`src/rtl/spi_master_seq.sv`:
```
// spi_master_seq
// Transaction sequencer in front of the SPI transmit shifter. It latches one
// configured transaction (command, address, dummy, data phases) and walks the
// shifter through it phase by phase, pulling data-phase words from the TX FIFO.
// It also owns chip-select generation and flags end of transfer.
//
// Ports
//   clk, rstn                 clock, async active-low reset
//   start                     transaction request (ignored while busy)
//   cfg_*                     transaction description, latched on start
//   fifo_data/valid/ready     TX FIFO pop interface
//   tx_*                      shifter controls; tx_data_ready/tx_done come back
//   spi_csn                   active-low chip selects
//   busy, eot                 status: in progress, end-of-transfer pulse
//
// state     | meaning
// ----------+---------------------------------------------------------------
// IDLE      | waiting for start, chip selects high
// CS_ON     | chip select low, choose first non-empty phase
// LOAD      | one-cycle bit-count load into the shifter
// SEND      | first word of the phase offered to the shifter
// WAIT_DONE | shifter running; data phase keeps feeding FIFO words
// EOT       | chip selects high, end-of-transfer pulse

module spi_master_seq #(
    parameter int NUM_CS = 4
) (
    input  logic              clk,
    input  logic              rstn,
    input  logic              start,
    input  logic [1:0]        cfg_cs,
    input  logic [31:0]       cfg_cmd,
    input  logic [5:0]        cfg_cmd_len,
    input  logic [31:0]       cfg_addr,
    input  logic [5:0]        cfg_addr_len,
    input  logic [15:0]       cfg_dummy,
    input  logic [15:0]       cfg_data_len,
    input  logic              cfg_quad,
    input  logic [31:0]       fifo_data,
    input  logic              fifo_valid,
    output logic              fifo_ready,
    output logic              tx_en,
    output logic              tx_en_quad,
    output logic [15:0]       tx_counter,
    output logic              tx_counter_upd,
    output logic [31:0]       tx_data,
    output logic              tx_data_valid,
    input  logic              tx_data_ready,
    input  logic              tx_done,
    output logic [NUM_CS-1:0] spi_csn,
    output logic              busy,
    output logic              eot
);

    typedef enum logic [2:0] {
        ST_IDLE, ST_CS_ON, ST_LOAD, ST_SEND, ST_WAIT_DONE, ST_EOT
    } state_t;

    typedef enum logic [1:0] {
        PH_CMD, PH_ADDR, PH_DUMMY, PH_DATA
    } phase_t;

    state_t            state_q, state_d;
    phase_t            phase_q, phase_d;
    logic [1:0]        cs_q, cs_d;
    logic [31:0]       cmd_q, cmd_d, addr_q, addr_d;
    logic [5:0]        cmd_len_q, cmd_len_d, addr_len_q, addr_len_d;
    logic [15:0]       dummy_q, dummy_d, data_len_q, data_len_d;
    logic              quad_q, quad_d;
    logic [11:0]       words_left_q, words_left_d;

    logic              tx_en_q, tx_en_d;
    logic              tx_en_quad_q, tx_en_quad_d;
    logic [15:0]       tx_counter_q, tx_counter_d;
    logic              tx_counter_upd_q, tx_counter_upd_d;
    logic [31:0]       tx_data_q, tx_data_d;
    logic              tx_data_valid_q, tx_data_valid_d;
    logic [NUM_CS-1:0] spi_csn_q, spi_csn_d;
    logic              busy_q, busy_d;
    logic              eot_q, eot_d;

    logic [3:0]        has_phase, cand;
    logic [2:0]        lo;
    logic              found;
    phase_t            next_ph;
    logic [11:0]       data_words;
    logic [5:0]        cmd_sh, addr_sh;
    logic              fwd, hs;

    // Next non-empty phase: from CMD when leaving CS_ON, otherwise strictly
    // after the current phase. lo == 4 masks everything off.
    always_comb begin
        has_phase = {data_len_q != 16'd0, dummy_q != 16'd0,
                     addr_len_q != 6'd0, cmd_len_q != 6'd0};
        lo        = (state_q == ST_WAIT_DONE) ? ({1'b0, phase_q} + 3'd1) : 3'd0;
        cand      = has_phase & ~((4'd1 << lo) - 4'd1);
        found     = cand != 4'd0;
        next_ph   = PH_DATA;
        if (cand[0])      next_ph = PH_CMD;
        else if (cand[1]) next_ph = PH_ADDR;
        else if (cand[2]) next_ph = PH_DUMMY;
    end

    assign data_words = {1'b0, data_len_q[15:5]} + {11'd0, |data_len_q[4:0]};
    // 6-bit subtraction: a 32-bit field shifts by 0, not by 32.
    assign cmd_sh     = 6'd32 - cmd_len_q;
    assign addr_sh    = 6'd32 - addr_len_q;

    // Data phase bypasses the output flops so the FIFO handshake reaches the
    // shifter in the same cycle, including its mid-phase word reload.
    assign fwd = (phase_q == PH_DATA) &&
                 ((state_q == ST_SEND) ||
                  (state_q == ST_WAIT_DONE && words_left_q != 12'd0));
    assign tx_data_valid = fwd ? fifo_valid : tx_data_valid_q;
    assign tx_data       = fwd ? fifo_data  : tx_data_q;
    assign fifo_ready    = fwd & tx_data_ready;
    assign hs            = tx_data_valid & tx_data_ready;

    always_comb begin
        state_d      = state_q;
        phase_d      = phase_q;
        cs_d         = cs_q;
        cmd_d        = cmd_q;
        cmd_len_d    = cmd_len_q;
        addr_d       = addr_q;
        addr_len_d   = addr_len_q;
        dummy_d      = dummy_q;
        data_len_d   = data_len_q;
        quad_d       = quad_q;
        words_left_d = words_left_q;

        if (fwd && hs) words_left_d = words_left_q - 12'd1;

        case (state_q)
            ST_IDLE: begin
                if (start) begin
                    cs_d       = cfg_cs;
                    cmd_d      = cfg_cmd;
                    cmd_len_d  = cfg_cmd_len;
                    addr_d     = cfg_addr;
                    addr_len_d = cfg_addr_len;
                    dummy_d    = cfg_dummy;
                    data_len_d = cfg_data_len;
                    quad_d     = cfg_quad;
                    state_d    = ST_CS_ON;
                end
            end
            ST_CS_ON: begin
                if (found) begin
                    state_d = ST_LOAD;
                    phase_d = next_ph;
                end else begin
                    state_d = ST_EOT;
                end
            end
            ST_LOAD: state_d = ST_SEND;
            ST_SEND: if (hs) state_d = ST_WAIT_DONE;
            ST_WAIT_DONE: begin
                if (tx_done) begin
                    if (found) begin
                        state_d = ST_LOAD;
                        phase_d = next_ph;
                    end else begin
                        state_d = ST_EOT;
                    end
                end
            end
            ST_EOT:  state_d = ST_IDLE;
            default: state_d = ST_IDLE;
        endcase

        if (state_d == ST_LOAD && phase_d == PH_DATA) words_left_d = data_words;

        // Outputs are registered from the state being entered.
        tx_en_d          = (state_d == ST_SEND) || (state_d == ST_WAIT_DONE);
        tx_counter_upd_d = (state_d == ST_LOAD);
        tx_data_valid_d  = (state_d == ST_SEND) && (phase_d != PH_DATA);
        busy_d           = (state_d != ST_IDLE);
        eot_d            = (state_d == ST_EOT);
        spi_csn_d        = (state_d == ST_IDLE || state_d == ST_EOT) ?
                           {NUM_CS{1'b1}} : ~(NUM_CS'(1) << cs_d);

        tx_counter_d = tx_counter_q;
        tx_en_quad_d = tx_en_quad_q;
        if (state_d == ST_LOAD) begin
            tx_en_quad_d = (phase_d == PH_CMD) ? 1'b0 : quad_d;
            case (phase_d)
                PH_CMD:   tx_counter_d = {10'd0, cmd_len_d};
                PH_ADDR:  tx_counter_d = {10'd0, addr_len_d};
                PH_DUMMY: tx_counter_d = quad_d ? {dummy_d[13:0], 2'b00} : dummy_d;
                default:  tx_counter_d = data_len_d;
            endcase
        end

        tx_data_d = tx_data_q;
        if (state_d == ST_SEND) begin
            case (phase_d)
                PH_CMD:  tx_data_d = cmd_q << cmd_sh;
                PH_ADDR: tx_data_d = addr_q << addr_sh;
                default: tx_data_d = 32'd0;
            endcase
        end
    end

    always_ff @(posedge clk or negedge rstn) begin
        if (!rstn) begin
            state_q          <= ST_IDLE;
            phase_q          <= PH_CMD;
            cs_q             <= 2'd0;
            cmd_q            <= 32'd0;
            cmd_len_q        <= 6'd0;
            addr_q           <= 32'd0;
            addr_len_q       <= 6'd0;
            dummy_q          <= 16'd0;
            data_len_q       <= 16'd0;
            quad_q           <= 1'b0;
            words_left_q     <= 12'd0;
            tx_en_q          <= 1'b0;
            tx_en_quad_q     <= 1'b0;
            tx_counter_q     <= 16'd0;
            tx_counter_upd_q <= 1'b0;
            tx_data_q        <= 32'd0;
            tx_data_valid_q  <= 1'b0;
            spi_csn_q        <= {NUM_CS{1'b1}};
            busy_q           <= 1'b0;
            eot_q            <= 1'b0;
        end else begin
            state_q          <= state_d;
            phase_q          <= phase_d;
            cs_q             <= cs_d;
            cmd_q            <= cmd_d;
            cmd_len_q        <= cmd_len_d;
            addr_q           <= addr_d;
            addr_len_q       <= addr_len_d;
            dummy_q          <= dummy_d;
            data_len_q       <= data_len_d;
            quad_q           <= quad_d;
            words_left_q     <= words_left_d;
            tx_en_q          <= tx_en_d;
            tx_en_quad_q     <= tx_en_quad_d;
            tx_counter_q     <= tx_counter_d;
            tx_counter_upd_q <= tx_counter_upd_d;
            tx_data_q        <= tx_data_d;
            tx_data_valid_q  <= tx_data_valid_d;
            spi_csn_q        <= spi_csn_d;
            busy_q           <= busy_d;
            eot_q            <= eot_d;
        end
    end

    assign tx_en          = tx_en_q;
    assign tx_en_quad     = tx_en_quad_q;
    assign tx_counter     = tx_counter_q;
    assign tx_counter_upd = tx_counter_upd_q;
    assign spi_csn        = spi_csn_q;
    assign busy           = busy_q;
    assign eot            = eot_q;

endmodule

```
`config.mk`:
```
export PLATFORM = sky130hd
export DESIGN_NAME = spi_master_seq
export DESIGN_NICKNAME = d
export VERILOG_FILES = /design/src/rtl/spi_master_seq.sv
export SDC_FILE = /design/constraint.sdc
export NUM_CORES = 1
export LEC_CHECK = 0
export CORE_ASPECT_RATIO = 1.1
export CORE_MARGIN = 3
export CORE_UTILIZATION = 30
export CTS_CLUSTER_SIZE = 30
export DETAILED_ROUTE_END_ITERATION = 16
export HOLD_SLACK_MARGIN = 0.03
export PLACE_DENSITY_LB_ADDON = 0.12
export SLEW_MARGIN = 25
export SYNTH_ARGS = -nofsm -noshare
export SYNTH_HDL_FRONTEND = slang
export SYNTH_SLANG_ARGS = --single-unit
```
`constraint.sdc`:
```
create_clock -name clk -period 4.4 [get_ports clk]
set_input_delay 0.88 -clock clk [delete_from_list [all_inputs] [get_ports clk]]
set_output_delay 0.88 -clock clk [all_outputs]
set_load 0.01 [all_outputs]
```
# After elaboration in Yosys (flattened, before gate mapping)
# Index checks and enable logic that the tools add are counted.
dict set report op_classes {
  reduce_logical 21
  add_sub_neg 6
  shifts 4
  bitwise_logic 5
  muxes 33
  n_eq_ne 13
}
# op count
set op_table {}
lappend op_table {{$mux 16} 5}
lappend op_table {{$pmux 32 s2} 1}
lappend op_table {{$shl 32x6->32} 2}
lappend op_table {{$pmux 16 s3} 1}
lappend op_table {{$mux 32} 1}
lappend op_table {{$reduce_bool 16->1} 2}
lappend op_table {{$mux 12} 2}
lappend op_table {{$mux 6} 4}
lappend op_table {{$mux 3} 5}
lappend op_table {{$pmux 3 s5} 1}
lappend op_table {{$add 11x1->12} 1}
lappend op_table {{$eq 3x2->1 const B} 4}
lappend op_table {{$mux 2} 6}
lappend op_table {{$reduce_bool 12->1} 1}
lappend op_table {{$reduce_bool 6->1} 2}
lappend op_table {{$sub 12x1->12 const B} 1}
lappend op_table {{$sub 6x6->6 const A} 2}
lappend op_table {{$eq 3x3->1 const B} 3}
lappend op_table {{$not 4->4} 2}
lappend op_table {{$eq 2x2->1 const B} 3}
lappend op_table {{$logic_not 3->1} 2}
lappend op_table {{$logic_and 1x1->1} 5}
lappend op_table {{$mux 1} 5}
lappend op_table {{$reduce_or 5->1} 1}
lappend op_table {{17 further kinds} 20}
dict set report word_totals {
  input_bits 149
  elab_cells 102
  ff_bits 186
}

# Depth between registers and ports, before layout
dict set report depth {
  ltp_word 15
  ltp_mapped 15
}

# Least setup slack after synthesis
# Ideal clock, no wire load.
dict set report synth_path {
  kind {reg-to-reg}
  startpoint {register state_q[1]}
  endpoint {register tx_counter_q[1], in the netlist tx_counter[1]}
  stages_incl_launch_ff 13
  setup_slack_ns 0.840
  arrival_ns 3.435
  cell_sequence {dfrtp_1 -> buf_6 -> or3b_2 -> or4_1 -> ha_1 -> or4_1 -> nand3_1 -> or3_1 -> buf_2 -> nand2_4 -> inv_1 -> mux4_2 -> mux2_2}
}
dict set report synth_between {
  elab_chain_len 14
  word_cells_on_any_way 38
  cone_classes {add/sub (1); eq/ne (7); shift (1); mux (20); bitwise (3); reduce/logical (6)}
}
# element line
set synth_rtl {}
lappend synth_rtl {{start: declaration} 63} ;# state_t state_q, state_d;
lappend synth_rtl {{start signal: assignment} 228} ;# state_q <= state_d;
lappend synth_rtl {{$eq 3x3->1} {95, 113, 134}}
lappend synth_rtl {{$mux 3} 95} ;# lo = (state_q == ST_WAIT_DONE) ? ({1'b0, phase_q} + 3'd1) : 3'd0;
lappend synth_rtl {{$shl 1x3->4} 96} ;# cand = has_phase & ~((4'd1 << lo) - 4'd1);
lappend synth_rtl {{$sub 4x1->4} 96}
lappend synth_rtl {{$not 4->4} 96}
lappend synth_rtl {{$and 4x4->4} 96}
lappend synth_rtl {{$mux 1} 101} ;# else if (cand[2]) next_ph = PH_DUMMY;
lappend synth_rtl {{$mux 2} 100} ;# else if (cand[1]) next_ph = PH_ADDR;
lappend synth_rtl {{$mux 2} 99} ;# if (cand[0]) next_ph = PH_CMD;
lappend synth_rtl {{$mux 2} {149, 160}}
lappend synth_rtl {{$mux 2} 159} ;# if (tx_done) begin
lappend synth_rtl {{$pmux 2 s2} 134} ;# case (state_q)
lappend synth_rtl {{$eq 2x2->1, or another cell as far along} 187} ;# case (phase_d)
lappend synth_rtl {{$pmux 16 s3} 187}
lappend synth_rtl {{end signal: assignment} 241} ;# tx_counter_q <= tx_counter_d;
lappend synth_rtl {{end: declaration} 74} ;# logic [15:0] tx_counter_q, tx_counter_d;
# Parallel ways exist; a longest one is shown, timed or not.
# A chain may end at the register's enable or synchronous reset.

# Worst setup path in the final report
dict set report layout_path {
  startpoint {register words_left_q[5]}
  endpoint {output tx_data[27]}
}
dict set report layout_between {
  elab_chain_len 5
}
# element line
set layout_rtl {}
lappend layout_rtl {{start: declaration} 70} ;# logic [11:0] words_left_q, words_left_d;
lappend layout_rtl {{start signal: assignment} 238} ;# words_left_q <= words_left_d;
lappend layout_rtl {{$reduce_bool 12->1} 113} ;# (state_q == ST_WAIT_DONE && words_left_q != 12'd0));
lappend layout_rtl {{$logic_and 1x1->1} 113}
lappend layout_rtl {{$logic_or 1x1->1} 112} ;# ((state_q == ST_SEND) ||
lappend layout_rtl {{$logic_and 1x1->1} 111} ;# assign fwd = (phase_q == PH_DATA) &&
lappend layout_rtl {{$mux 32} 115} ;# assign tx_data = fwd ? fifo_data : tx_data_q;
lappend layout_rtl {{end: declaration} 46} ;# output logic [31:0] tx_data,
# Every way passes these cells.

==> results by group <==
Run status
  – Status: complete, no violations

Die
  – Initial Utilization: 30.7%
  – Num rows: 75
  – CORE AREA: 38,600 sq um
  – Ports: 208
  – Die width: 195 um
  – Die Ht: 214 um
  – Die area: 41,900 sq um

Setup path
  – Critical Path Source Type: flip-flop
  – Crit end category: primary output
  – Worst EP required: 3.52 ns
  – Critical path type: flip-flop to primary output
  – CP Max Fanout: 11
  – Critical Path AT: 3.41 ns

Synthesis
  – Syn Inst Count: 1,277
  – Top post-synthesis cells by area: dfrtp_1 (38%), nand2_1 (13%), mux4_2 (11%)
  – Seq/Total Area, Yosys: 39.4%
  – Async SR Flop Fraction: 100%
  – Synth cell types: 69
  – Syn. warnings: 0
  – Syn_nets: 1,433
  – Ys flop type: dfrtp_1
  – Syn Area/Cell: 9.27 sq um
  – Post-synth top area cell: dfrtp_1
  – Share of the synthesized area in the top cell type: 38.5%
  – Mapped cell area: 11,800 sq um
  – Post-synth EDFFs: 0
  – #FFs+latches synth: 186

STA
  – Final period util: 97.5%
  – Setup TNS Final: 0 ns
  – Slew of the pin with the lowest slew margin: 1.01 ns
  – Final worst setup slack: 0.109 ns
  – Clk_skew: 0.0181 ns
  – Final hold vios: 0
  – Relative slew slack: 32.2%
  – Final Critical Period: 4.29 ns
  – Final setup viols: 0
  – Worst hold slack: 0.483 ns
  – Fmax: 0.233 GHz
  – Slew Limit Fails: 0

Clock tree
  – Clock-pin slew on the worst setup and hold paths: 0.08 ns
  – Cts hold-fix bufs: 0
  – Post-CTS Setup Inserts: 0
  – H-tree depth: 4
  – CTS tree: yes
  – CTS Sinks: 186
  – CTS Buf Count: 17
  – Clk buf depth: 2
  – Worst skew pair latency: 0.45 ns
  – Root Driver: clkbuf_16

GRT
  – First-pass GRT wire length: 60.8 mm
  – GR Layer Usage met3: 2.69%
  – M1 GR Usage: 25.0%
  – Number of global-route vias before repair: 10,428
  – GR Util met2: 31.0%
  – Overall routing resource usage: 18.4%
  – Largest net degree at the start of global routing: 108
  – Grt peak-use layer: met2
  – Total gr overflow: 0
  – Initial antenna violation count: 0

Power and ir drop
  – Sw power: 6.51 mW
  – Logic pwr share: 64.6%
  – Sw Ratio: 48.6%
  – Peak supply drop: 389 uV
  – Power consumption: 13.4 mW
  – Internal: 6.89 mW
  – Seq pwr share: 23.9%
  – PwrDens: 885 nW/um^2
  – Clk pwr share: 11.4%
  – Pleak: 6.50 nW

Routing
  – Vias per Instance: 5.15
  – DR iter-0 viols: 542
  – Vias: 10,128
  – Final WL: 39.3 mm
  – Wire length per cell: 20.0 um
  – Post-DRT Antenna Nets: 0
  – 1st-pass router iterations: 6
  – DRC Markers: 0

Placement
  – Placer Congestion: 0.888
  – Port bufs: 207
  – Post-placement cell area: 14,500 sq um
  – DPL Wire Length: 29.8 mm
  – # placed instances: 1,933
  – DP Worst Slack: 0.388 ns

Cells and area
  – Fin nets: 1,609
  – Fill cell count: 3,922
  – Fraction of layout cells with a size suffix above 1: 14.6%
  – Antenna fix cells: 0
  – Fin area: 15,100 sq um
  – Area growth from synthesis to layout: 27.9%
  – Final non-filler cell total: 1,966
  – Core Util, Final: 39.3%

Worst hold path
  – Min-Delay Path Class: input port to async pin

Flow run
  – Max_cap viols: 0
-- critical path: stages, from the launching register on --
cell,delay (ns)
dfrtp_1,0.44
or4_4,0.56
or3_1,0.38
o31ai_4,0.28
nand2_2,0.11
nand2_4,0.16
clkbuf_16,0.21
mux2_2,0.34
clkdlybuf4s50_1,0.48
-- power groups by stage --
stage	clock, mW	combinational [mW]	sequential [mW]
5_1_grt	1.64	9.48	3.33
3_5_place_dp	0	8.61	3.23
3_3_place_gp	0	8.59	3.22
2_1_floorplan	0	6.12	2.93
4_1_cts	1.57	8.65	3.21
6_report	1.53	8.66	3.21
-- flip-flops by register name, summed over array words and instances, names as in the netlist --
name	flops
tx_data_q	32
tx_data_valid_q	1
data_len_q	16
cmd_len_q	6
phase_q	2
words_left_q	12
busy	1
addr_q	32
tx_counter	16
dummy_q	16
addr_len_q	6
tx_en_quad	1
tx_counter_upd	1
state_q	3
cs_q	2
quad_q	1
cmd_q	32
tx_en	1
spi_csn	4
eot	1
-- cells in the final DEF, fill, tap and decap left out, drive strengths merged, types with 8 or more instances in the layout --
cell type      netlist  routed
a21oi               43      43
mux4                58      58
a32o                13      13
nand4               12      12
o221ai              24      24
nor2                62      62
mux2i               75      75
buf                 27      34
o211ai              13      13
nor3                15      15
clkdlybuf4s50        0     206
xnor2                8       8
inv                 20      27
nand2              412     412
clkinv               2       9
dfrtp              182     182
nand3               23      23
mux2                56      56
or4                  8       8
o21ai               37      37
clkbuf              58      20
xor2                20      20
-- what timing repair did --
item,CTS,global route
cloned,0,1
setup endpoints to repair,22,33
resized for setup,1,9
-- Yosys cell counts, types with 5 or more instances --
library cell / count
a31oi_1: 7
a211oi_1: 5
mux4_2: 58
nand3_1: 23
a32o_1: 13
xor2_1: 20
and2_1: 7
dfrtp_1: 182
mux2_2: 55
or4_1: 8
nand4_1: 12
o21ai_0: 37
ha_1: 7
nor3_1: 15
a21oi_1: 42
nor4_1: 5
inv_1: 18
buf_1: 10
mux2i_1: 74
clkbuf_1: 58
nor2_1: 62
o211ai_1: 13
nor3b_1: 6
o31ai_1: 6
xnor2_1: 8
buf_2: 15
nand2_1: 410
o221ai_1: 24
o22ai_1: 5
-- metal layers --
metal / part of all wire [%] / up-vias
met5: 0 / -
met4: 1.6 / 0
met3: 4.0 / 31
met2: 48 / 259
met1: 46 / 4928
li1: - / 4910
-- final timing paths --
check / cells past startpoint / end / start / slack, ns
hold / removal: 1 / dummy_q[8] / rstn / 0.48
max in group asynchronous: 2 / addr_len_q[0] / rstn / 2.87
hold reg to reg: 2 / tx_counter[14] / tx_counter[14] / 0.48
setup reg to reg: 10 / tx_data_q[4] / state_q[2] / 0.34
min in group clk: 2 / tx_counter[14] / tx_counter[14] / 0.48
setup / recovery: 8 / tx_data[27] / words_left_q[5] / 0.11
-- cell type report --
cell class | instances | area (sq um) | share of cell area (%)
multi-input cells | 984 | 6840 | 45.2
flip-flops and latches | 186 | 4660 | 30.8
repair buffers | 242 | 2380 | 15.7
well taps | 500 | 626 | 4.13
clock buffers | 18 | 429 | 2.83
clock inverters | 14 | 130 | 0.859
inverters | 22 | 82.6 | 0.545
-- logic make-up (layout without fill, tap and decap cells) --
kind of cell / count (synthesis) / in the layout / share of synthesized area, %
xor+xnor: 28 / 28 / 2.07
compound gates: 180 / 180 / 10.8
simple gates: 580 / 580 / 20.7
flops: 186 / 186 / 39.4
mux: 189 / 189 / 22.7
buf+inv: 107 / 296 / 3.65
fa+ha+maj: 7 / 7 / 0.740
(Power assumes the default switching activity.)
